--- config.mk ---
export PLATFORM = sky130hd
export DESIGN_NAME = bram_arbiter
export DESIGN_NICKNAME = d
export VERILOG_FILES = /design/src/rtl/bram_arbiter.sv
export SDC_FILE = /design/constraint.sdc
export NUM_CORES = 1
export LEC_CHECK = 0
export CORE_MARGIN = 1.5
export CORE_UTILIZATION = 32
export CTS_CLUSTER_DIAMETER = 50
export DETAILED_ROUTE_END_ITERATION = 16
export PLACE_DENSITY = 0.94
export SYNTH_ARGS = -nofsm -noshare
export SYNTH_HDL_FRONTEND = slang
export SYNTH_SLANG_ARGS = --single-unit
--- constraint.sdc ---
create_clock -name clk_i -period 6.5 [get_ports clk_i]
set_input_delay 1.625 -clock clk_i [delete_from_list [all_inputs] [get_ports clk_i]]
set_output_delay 1.625 -clock clk_i [all_outputs]
set_load 0.005 [all_outputs]
--- src/rtl/bram_arbiter.sv ---
// Two-port arbiter in front of a single-access-per-cycle block RAM.
// Port A (CPU) and port B (DMA/video) share the RAM with a bounded-burst fairness rule.
module bram_arbiter #(
  parameter int ADDR_W_p = 8,
  parameter int DATA_W_p = 16,
  parameter int BURST_p  = 4
) (
  input  logic                clk_i,
  input  logic                rst_i,

  input  logic                a_req_i,
  input  logic                a_we_i,
  input  logic [ADDR_W_p-1:0] a_addr_i,
  input  logic [DATA_W_p-1:0] a_data_i,
  output logic                a_gnt_o,
  output logic                a_rvalid_o,

  input  logic                b_req_i,
  input  logic                b_we_i,
  input  logic [ADDR_W_p-1:0] b_addr_i,
  input  logic [DATA_W_p-1:0] b_data_i,
  output logic                b_gnt_o,
  output logic                b_rvalid_o,

  output logic [DATA_W_p-1:0] rdata_o,

  output logic                mem_write_o,
  output logic                mem_read_o,
  output logic [ADDR_W_p-1:0] mem_waddr_o,
  output logic [ADDR_W_p-1:0] mem_raddr_o,
  output logic [DATA_W_p-1:0] mem_data_o,
  input  logic [DATA_W_p-1:0] mem_data_i
);

  typedef enum logic [1:0] {
    IDLE  = 2'd0,
    OWN_A = 2'd1,
    OWN_B = 2'd2
  } owner_e;

  localparam logic [7:0] BurstLim = 8'(BURST_p);

  owner_e     owner_q, owner_d;
  logic [7:0] burst_cnt_q, burst_cnt_d;
  logic       last_q, last_d;
  logic       rv_a_q, rv_b_q;
  logic       gnt_a, gnt_b;
  logic       under_burst;

  assign under_burst = (burst_cnt_q < BurstLim);

  // Grant decision; reset masks every grant so nothing reaches the RAM.
  always_comb begin
    gnt_a = 1'b0;
    gnt_b = 1'b0;
    if (!rst_i) begin
      case (owner_q)
        IDLE: begin
          if (a_req_i && b_req_i) begin
            gnt_a = last_q;
            gnt_b = !last_q;
          end else begin
            gnt_a = a_req_i;
            gnt_b = b_req_i;
          end
        end
        OWN_A: begin
          if (a_req_i && (under_burst || !b_req_i)) gnt_a = 1'b1;
          else if (b_req_i)                         gnt_b = 1'b1;
          else if (a_req_i)                         gnt_a = 1'b1;
        end
        OWN_B: begin
          if (b_req_i && (under_burst || !a_req_i)) gnt_b = 1'b1;
          else if (a_req_i)                         gnt_a = 1'b1;
          else if (b_req_i)                         gnt_b = 1'b1;
        end
        default: begin
          gnt_a = 1'b0;
          gnt_b = 1'b0;
        end
      endcase
    end
  end

  // Ownership bookkeeping: staying with the owner extends the burst,
  // switching restarts it, and an idle cycle forgets the owner but keeps `last`.
  always_comb begin
    owner_d     = owner_q;
    burst_cnt_d = burst_cnt_q;
    last_d      = last_q;
    if (gnt_a) begin
      if (owner_q == OWN_A) begin
        burst_cnt_d = (burst_cnt_q == 8'hFF) ? burst_cnt_q : burst_cnt_q + 8'd1;
      end else begin
        owner_d     = OWN_A;
        burst_cnt_d = 8'd1;
        last_d      = 1'b0;
      end
    end else if (gnt_b) begin
      if (owner_q == OWN_B) begin
        burst_cnt_d = (burst_cnt_q == 8'hFF) ? burst_cnt_q : burst_cnt_q + 8'd1;
      end else begin
        owner_d     = OWN_B;
        burst_cnt_d = 8'd1;
        last_d      = 1'b1;
      end
    end else begin
      owner_d     = IDLE;
      burst_cnt_d = 8'd0;
    end
  end

  always_ff @(posedge clk_i or posedge rst_i) begin
    if (rst_i) begin
      owner_q     <= IDLE;
      burst_cnt_q <= 8'd0;
      last_q      <= 1'b1;
      rv_a_q      <= 1'b0;
      rv_b_q      <= 1'b0;
    end else begin
      owner_q     <= owner_d;
      burst_cnt_q <= burst_cnt_d;
      last_q      <= last_d;
      rv_a_q      <= gnt_a & ~a_we_i;
      rv_b_q      <= gnt_b & ~b_we_i;
    end
  end

  // RAM strobes and buses follow the granted port; all zero when idle.
  always_comb begin
    mem_write_o = 1'b0;
    mem_read_o  = 1'b0;
    mem_waddr_o = '0;
    mem_raddr_o = '0;
    mem_data_o  = '0;
    if (gnt_a) begin
      mem_write_o = a_we_i;
      mem_read_o  = ~a_we_i;
      mem_waddr_o = a_addr_i;
      mem_raddr_o = a_addr_i;
      mem_data_o  = a_data_i;
    end else if (gnt_b) begin
      mem_write_o = b_we_i;
      mem_read_o  = ~b_we_i;
      mem_waddr_o = b_addr_i;
      mem_raddr_o = b_addr_i;
      mem_data_o  = b_data_i;
    end
  end

  assign a_gnt_o    = gnt_a;
  assign b_gnt_o    = gnt_b;
  assign a_rvalid_o = rv_a_q;
  assign b_rvalid_o = rv_b_q;
  assign rdata_o    = mem_data_i;

endmodule
==> results.yml, run 1 <==
route:
  drtIter0Drc: 66
  via_per_inst: 5.08
  wl_um: 3720
  drc_errors: 0
  drtPass1Iterations: 4
  ant_nets: 0
  vias: 1280
  wl_per_cell_um: 14.8
timing:
  finalHoldViolations: 0
  drv_slew: 0
  holdWs_ns: 0.572
  maxSlewHeadroom_pct: 60.0
  skew_ns: 0.000841
  min_period_ns: 5.58
  rsz0062_at_grt: "false"
  finalCritPeriodShare_pct: 85.8
  tightestPinTransition_ns: 0.585
  fmax_ghz: 0.179
  setup_viol: 0
  tns_ns: 0
clock_tree:
  worstSkewPairLatency_ns: 0.24
  tritoncts: "yes"
  htreeDepth: 1
  cts_sinks: 13
  clockBufferDepth: 2
  root_buffer: "clkbuf_8"
  post_cts_buffers: 0
  cts.clk_slew.worst_paths_ns: 0.05
  ctsHoldBuffers: 0
  post_cts_resized: 0
  numCtsBuffers: 3
critical_path:
  reg2regPathDepth: 6
  crit_top_cell: "clkdlybuf4s50_1"
  rr_startpoint: "burst_cnt_q[4]"
  crit_fanout: 29
  max_stage_delay_ns: 0.62
  critPathCaptureType: "primary output"
  cp.required_ns: 4.88
  worstPathArrival_ns: 3.95
  cp_num_buf_inv: 3
  ff2ff_setup_slack_ns: 4.37
  critPathKind: "input pin to primary output"
  r2r_end: "burst_cnt_q[0]"
  cp-start-kind: "input pin"
  crit_start: "b_req_i"
  crit_family: "buffers and inverters"
  cp_cell_sequence: "clkdlybuf4s50_1 -> nor2b_1 -> nand2_1 -> a311oi_4 -> buf_4 -> a22o_1 -> clkdlybuf4s50_1"
  slowest_stage: "clkdlybuf4s50_1"
worst_hold_path:
  hp-class: "register to register"
  hp-start: "burst_cnt_q[6]"
  whs_endpoint: "burst_cnt_q[6]"
  whs_path_depth: 1
grt:
  grt_pass1_wl_um: 5870
  grt_pass1_vias: 1214
  grt.total_usage_pct: 17.2
  overflow: 0
  antenna_found_initial: 0
  grt_max_degree: 31
die:
  dieArea_mm2: 0.00429
  die_x_um: 65.5
  initial_utilization_pct: 33.6
  die_height_um: 65.5
  rows: 22
  fp.coreArea_mm2: 0.00372
  io_pins: 124
finish:
  syn_to_final_growth_pct: 65.1
  drive_gt1_share_pct: 5.88
  final_cell_area_mm2: 0.00206
  final_nets: 276
  antenna_cells: 0
  fin_util_pct: 55.5
  fillers: 343
synth:
  postSynthCellCount: 139
  yosys_warnings: 0
  ys_top_cells_by_count: "a22o_1 (26), buf_4 (24), dfrtp_1 (12)"
  synth_seq_area_share_pct: 26.1
  synthMostInstantiatedCell: "a22o_1"
  async_reset_ff_share_pct: 100
  synth_area_leaders: "dfrtp_1 (24%), a22o_1 (18%), buf_4 (14%)"
  synth-seq-cells: 13
  ys_types: 43
  synth_area_mm2: 0.00125
  ys.flop_type: "dfrtp_1"
  synth_edf_count: 0
  synth.avg_cell_area_um2: 8.99
  yosysTopAreaCell: "dfrtp_1"
  yosysTopAreaCellShare_pct: 24.0
  syn_nets: 210
status:
  status: "finished clean"
power_and_ir_drop:
  clkPwrFrac_pct: 23.9
  switching_share_pct: 27.3
  leakagePower_nw: 0.860
  internal_power_w: 0.000219
  p_sw_w: 0.0000823
  seqPwrFrac_pct: 31.2
  combPwrFrac_pct: 44.9
  p_per_area_mw_per_mm2: 146
  vdd_drop_max_mv: 0.110
placement:
  finalWeightedCongestion: 0.884
  dp_hpwl_um: 2940
  io_buffers: 91
  post_dp_cell_area_mm2: 0.00202
flow_run:
  drv_cap: 0
how the worst max path moves through the flow:
stage | cells past startpoint | endpoint | slack, ns
2_1_floorplan | 6 | mem_waddr_o[1] | 2.08
3_3_place_gp | 7 | mem_raddr_o[0] | 1.05
3_5_place_dp | 7 | mem_raddr_o[0] | 0.92
4_1_cts | 7 | mem_raddr_o[0] | 0.93
5_1_grt | 7 | mem_raddr_o[0] | 0.78
6_report | 7 | mem_raddr_o[0] | 0.92
cell usage in the layout (no fill, tap or decap), drive strengths merged, types with 2 or more instances in the layout:
cell type      Yosys  final
a311oi             2      2
nor2b              2      2
nand2             10     10
buf               31      3
a211o              2      2
and3               2      2
clkdlybuf4s50      0     91
o21ai              2      2
a22o              27     27
clkbuf             2      4
a211oi             2      2
and2               5      5
a21oi              3      3
o211a              2      2
nor2               8      8
dfrtp             12     12
xnor2              2      2
nand3b             2      2
inv                5      5
power by group through the flow:
stage          sequential [W]  combinational [W]  clock [W]
2_1_floorplan       0.0000917          0.0000708          0
3_3_place_gp        0.0000949           0.000132          0
3_5_place_dp        0.0000950           0.000136          0
4_1_cts             0.0000938           0.000136  0.0000731
5_1_grt             0.0000950           0.000146  0.0000770
6_report            0.0000942           0.000135  0.0000721
through the flow:
| step | total power, W | instances | setup WS, ns |
|---|---|---|---|
| floorplan | 0.000162 | 139 | 2.08 |
| global placement | 0.000227 | 248 | 1.05 |
| detailed placement | 0.000231 | 248 | 0.922 |
| CTS | 0.000303 | 252 | 0.930 |
| global route | 0.000318 | 252 | 0.783 |
| finish | 0.000302 | 252 | 0.923 |
kinds of logic after synthesis:
kind of cell | Yosys count | share of synthesized area (%)
muxes | 1 | 0.801
xor gates and xnor gates | 3 | 2.10
and+or+nand+nor | 35 | 15.8
DFF | 13 | 26.1
buffers and inverters | 38 | 20.9
adders and majority gates | 1 | 1.00
AOI/OAI and AO/OA | 48 | 33.2
area by class of cell:
type	instances	area [um2]	share of cell area [%]
multi-input cells	88	679	32.9
clock buffers	4	45.0	2.18
repair buffers	94	933	45.2
inverters	5	18.8	0.910
flip-flops and latches	13	327	15.8
well taps	48	60.1	2.91
layer usage:
metal / share of wire (%) / track usage, %
met1: 38 / 20.5
met2: 52 / 29.6
met3: 8.3 / 4.62
met4: 1.6 / 6.51
met5: 0 / 0
flip-flops by register name, summed over array words and instances, names as in the netlist:
| name | cells |
|---|---|
| burst_cnt_q | 8 |
| a_rvalid_o | 1 |
| last_q | 1 |
| b_rvalid_o | 1 |
| owner_q | 2 |
(Power assumes the default switching activity.)
==> run 2: changes to the inputs <==
--- a/config.mk
+++ b/config.mk
@@ -5,11 +5,13 @@
 export SDC_FILE = /design/constraint.sdc
 export NUM_CORES = 1
 export LEC_CHECK = 0
+export CORE_ASPECT_RATIO = 1.2
 export CORE_MARGIN = 1.5
 export CORE_UTILIZATION = 32
 export CTS_CLUSTER_DIAMETER = 50
 export DETAILED_ROUTE_END_ITERATION = 16
 export PLACE_DENSITY = 0.94
+export SLEW_MARGIN = 20
 export SYNTH_ARGS = -nofsm -noshare
 export SYNTH_HDL_FRONTEND = slang
 export SYNTH_SLANG_ARGS = --single-unit
==> results.yml, run 2 (synthesized netlist as in run 1, its figures left out) <==
status:
  status: "finished clean"
grt:
  busiest_layer: "met2"
  grt_pass1_wl_um: 5620
  grt_use_met3_pct: 3.79
  use_met1_pct: 17.6
  overflow: 0
  grt_pass1_vias: 1295
  grt.total_usage_pct: 16.5
  grt_max_degree: 24
  antenna_found_initial: 0
  grt_use_met2_pct: 30.7
route:
  via_per_inst: 5.10
  wl_per_cell_um: 14.0
  drc_errors: 0
  vias: 1305
  drtPass1Iterations: 4
  ant_nets: 0
  drtIter0Drc: 73
  wl_um: 3590
clock_tree:
  ctsHoldBuffers: 0
  cts.clk_slew.worst_paths_ns: 0.05
  tritoncts: "yes"
  htreeDepth: 1
  clockBufferDepth: 2
  post_cts_buffers: 0
  post_cts_resized: 0
  cts_sinks: 13
  worstSkewPairLatency_ns: 0.24
  numCtsBuffers: 3
  root_buffer: "clkbuf_8"
timing:
  holdWs_ns: 0.566
  rsz0062_at_grt: "false"
  finalHoldViolations: 0
  maxSlewHeadroom_pct: 66.5
  fmax_ghz: 0.177
  setup_viol: 0
  min_period_ns: 5.64
  skew_ns: 0.00118
  finalCritPeriodShare_pct: 86.7
  tns_ns: 0
  drv_slew: 0
  tightestPinTransition_ns: 0.490
power_and_ir_drop:
  p_per_area_mw_per_mm2: 145
  switching_share_pct: 27.0
  combPwrFrac_pct: 45.3
  clkPwrFrac_pct: 23.8
  vdd_drop_max_mv: 0.0642
  seqPwrFrac_pct: 30.9
  internal_power_w: 0.000222
  p_sw_w: 0.0000824
  leakagePower_nw: 0.867
critical_path:
  cp.required_ns: 4.88
  max_stage_delay_ns: 0.62
  cp.depth: 7
  slowest_stage: "clkdlybuf4s50_1"
  critPathCaptureType: "primary output"
  reg2regPathDepth: 5
  cp_cell_sequence: "clkdlybuf4s50_1 -> nor2b_1 -> nand2_1 -> a311oi_4 -> buf_12 -> a22o_1 -> clkdlybuf4s50_1"
  crit_family: "buffers and inverters"
  worstPathArrival_ns: 4.01
  critPathKind: "input pin to primary output"
  cp-start-kind: "input pin"
  crit_top_cell: "clkdlybuf4s50_1"
  crit_fanout: 21
  ff2ff_setup_slack_ns: 4.48
  cp_num_buf_inv: 3
finish:
  largest_reg_flops: 8
  drive_gt1_share_pct: 5.88
  syn_to_final_growth_pct: 67.5
  most-common-layout-cells: "clkdlybuf4s50_1 (91), a22o_1 (26), dfrtp_1 (12), nand2_1 (9), nor2_1 (8)"
  final_cell_area_mm2: 0.00209
  final_nets: 276
  mostFrequentLayoutCell: "clkdlybuf4s50_1"
  top_regs: "burst_cnt_q (8), owner_q (2)"
  antenna_cells: 0
  top_register: "burst_cnt_q"
placement:
  finalWeightedCongestion: 0.835
  dp_hpwl_um: 3020
  io_buffers: 91
  post_dp_cell_area_mm2: 0.00205
die:
  rows: 24
  die_x_um: 60.1
  die_height_um: 71.5
  initial_utilization_pct: 33.8
  io_pins: 124
  dieArea_mm2: 0.00429
  fp.coreArea_mm2: 0.00369
worst_hold_path:
  hp-class: "register to register"
  whs_path_depth: 2
flow_run:
  drv_cap: 0
run 2: cell counts in the layout (fill, tap and decap cells not counted):
Identical to the previous run, type by type.
run 2: metal layers:
layer,wire (um),vias to the layer above
li1,-,620
met5,0,-
met4,51,0
met1,1300,609
met2,1930,70
met3,306,6
run 2: path summary, 6_finish.rpt:
| check | from | to |
|---|---|---|
| setup / recovery | b_req_i | mem_raddr_o[1] |
| hold / removal | last_q | last_q |
| setup reg to reg | burst_cnt_q[4] | burst_cnt_q[4] |
| hold reg to reg | last_q | last_q |
| max in group asynchronous | rst_i | last_q |
| min in group asynchronous | rst_i | owner_q[0] |
run 2: power by group through the flow:
stage	Sequential (W)	Combinational [W]	Clock [W]
global placement	0.0000946	0.000137	0
floorplan	0.0000917	0.0000708	0
finish	0.0000941	0.000138	0.0000724
detailed placement	0.0000953	0.000139	0
CTS	0.0000939	0.000140	0.0000737
global route	0.0000948	0.000149	0.0000765
run 2: cell type report:
type	instances	area [um2]
Fill cell	337	1600
Timing Repair Buffer	94	958
Multi-Input combinational cell	88	679
Sequential cell	13	327
Tap cell	52	65.1
Clock buffer	4	45.0
Inverter	5	18.8
run 2: worst min-delay path: cells and delay by family, from the launching register on:
kind	cells	cell delay, ns
flops	1	0.38
buf+inv	1	0.09
compound gates	1	0.09
run 2: stage by stage:
stage          setup slack [ns]  std cells  utilization [%]  total power [W]
5_1_grt                   0.693        256             56.7         0.000320
3_3_place_gp              0.918        252             55.5         0.000231
6_report                  0.862        256             56.7         0.000305
2_1_floorplan              2.08        139                -         0.000162
3_5_place_dp              0.855        252             55.5         0.000235
4_1_cts                   0.834        256             56.7         0.000307
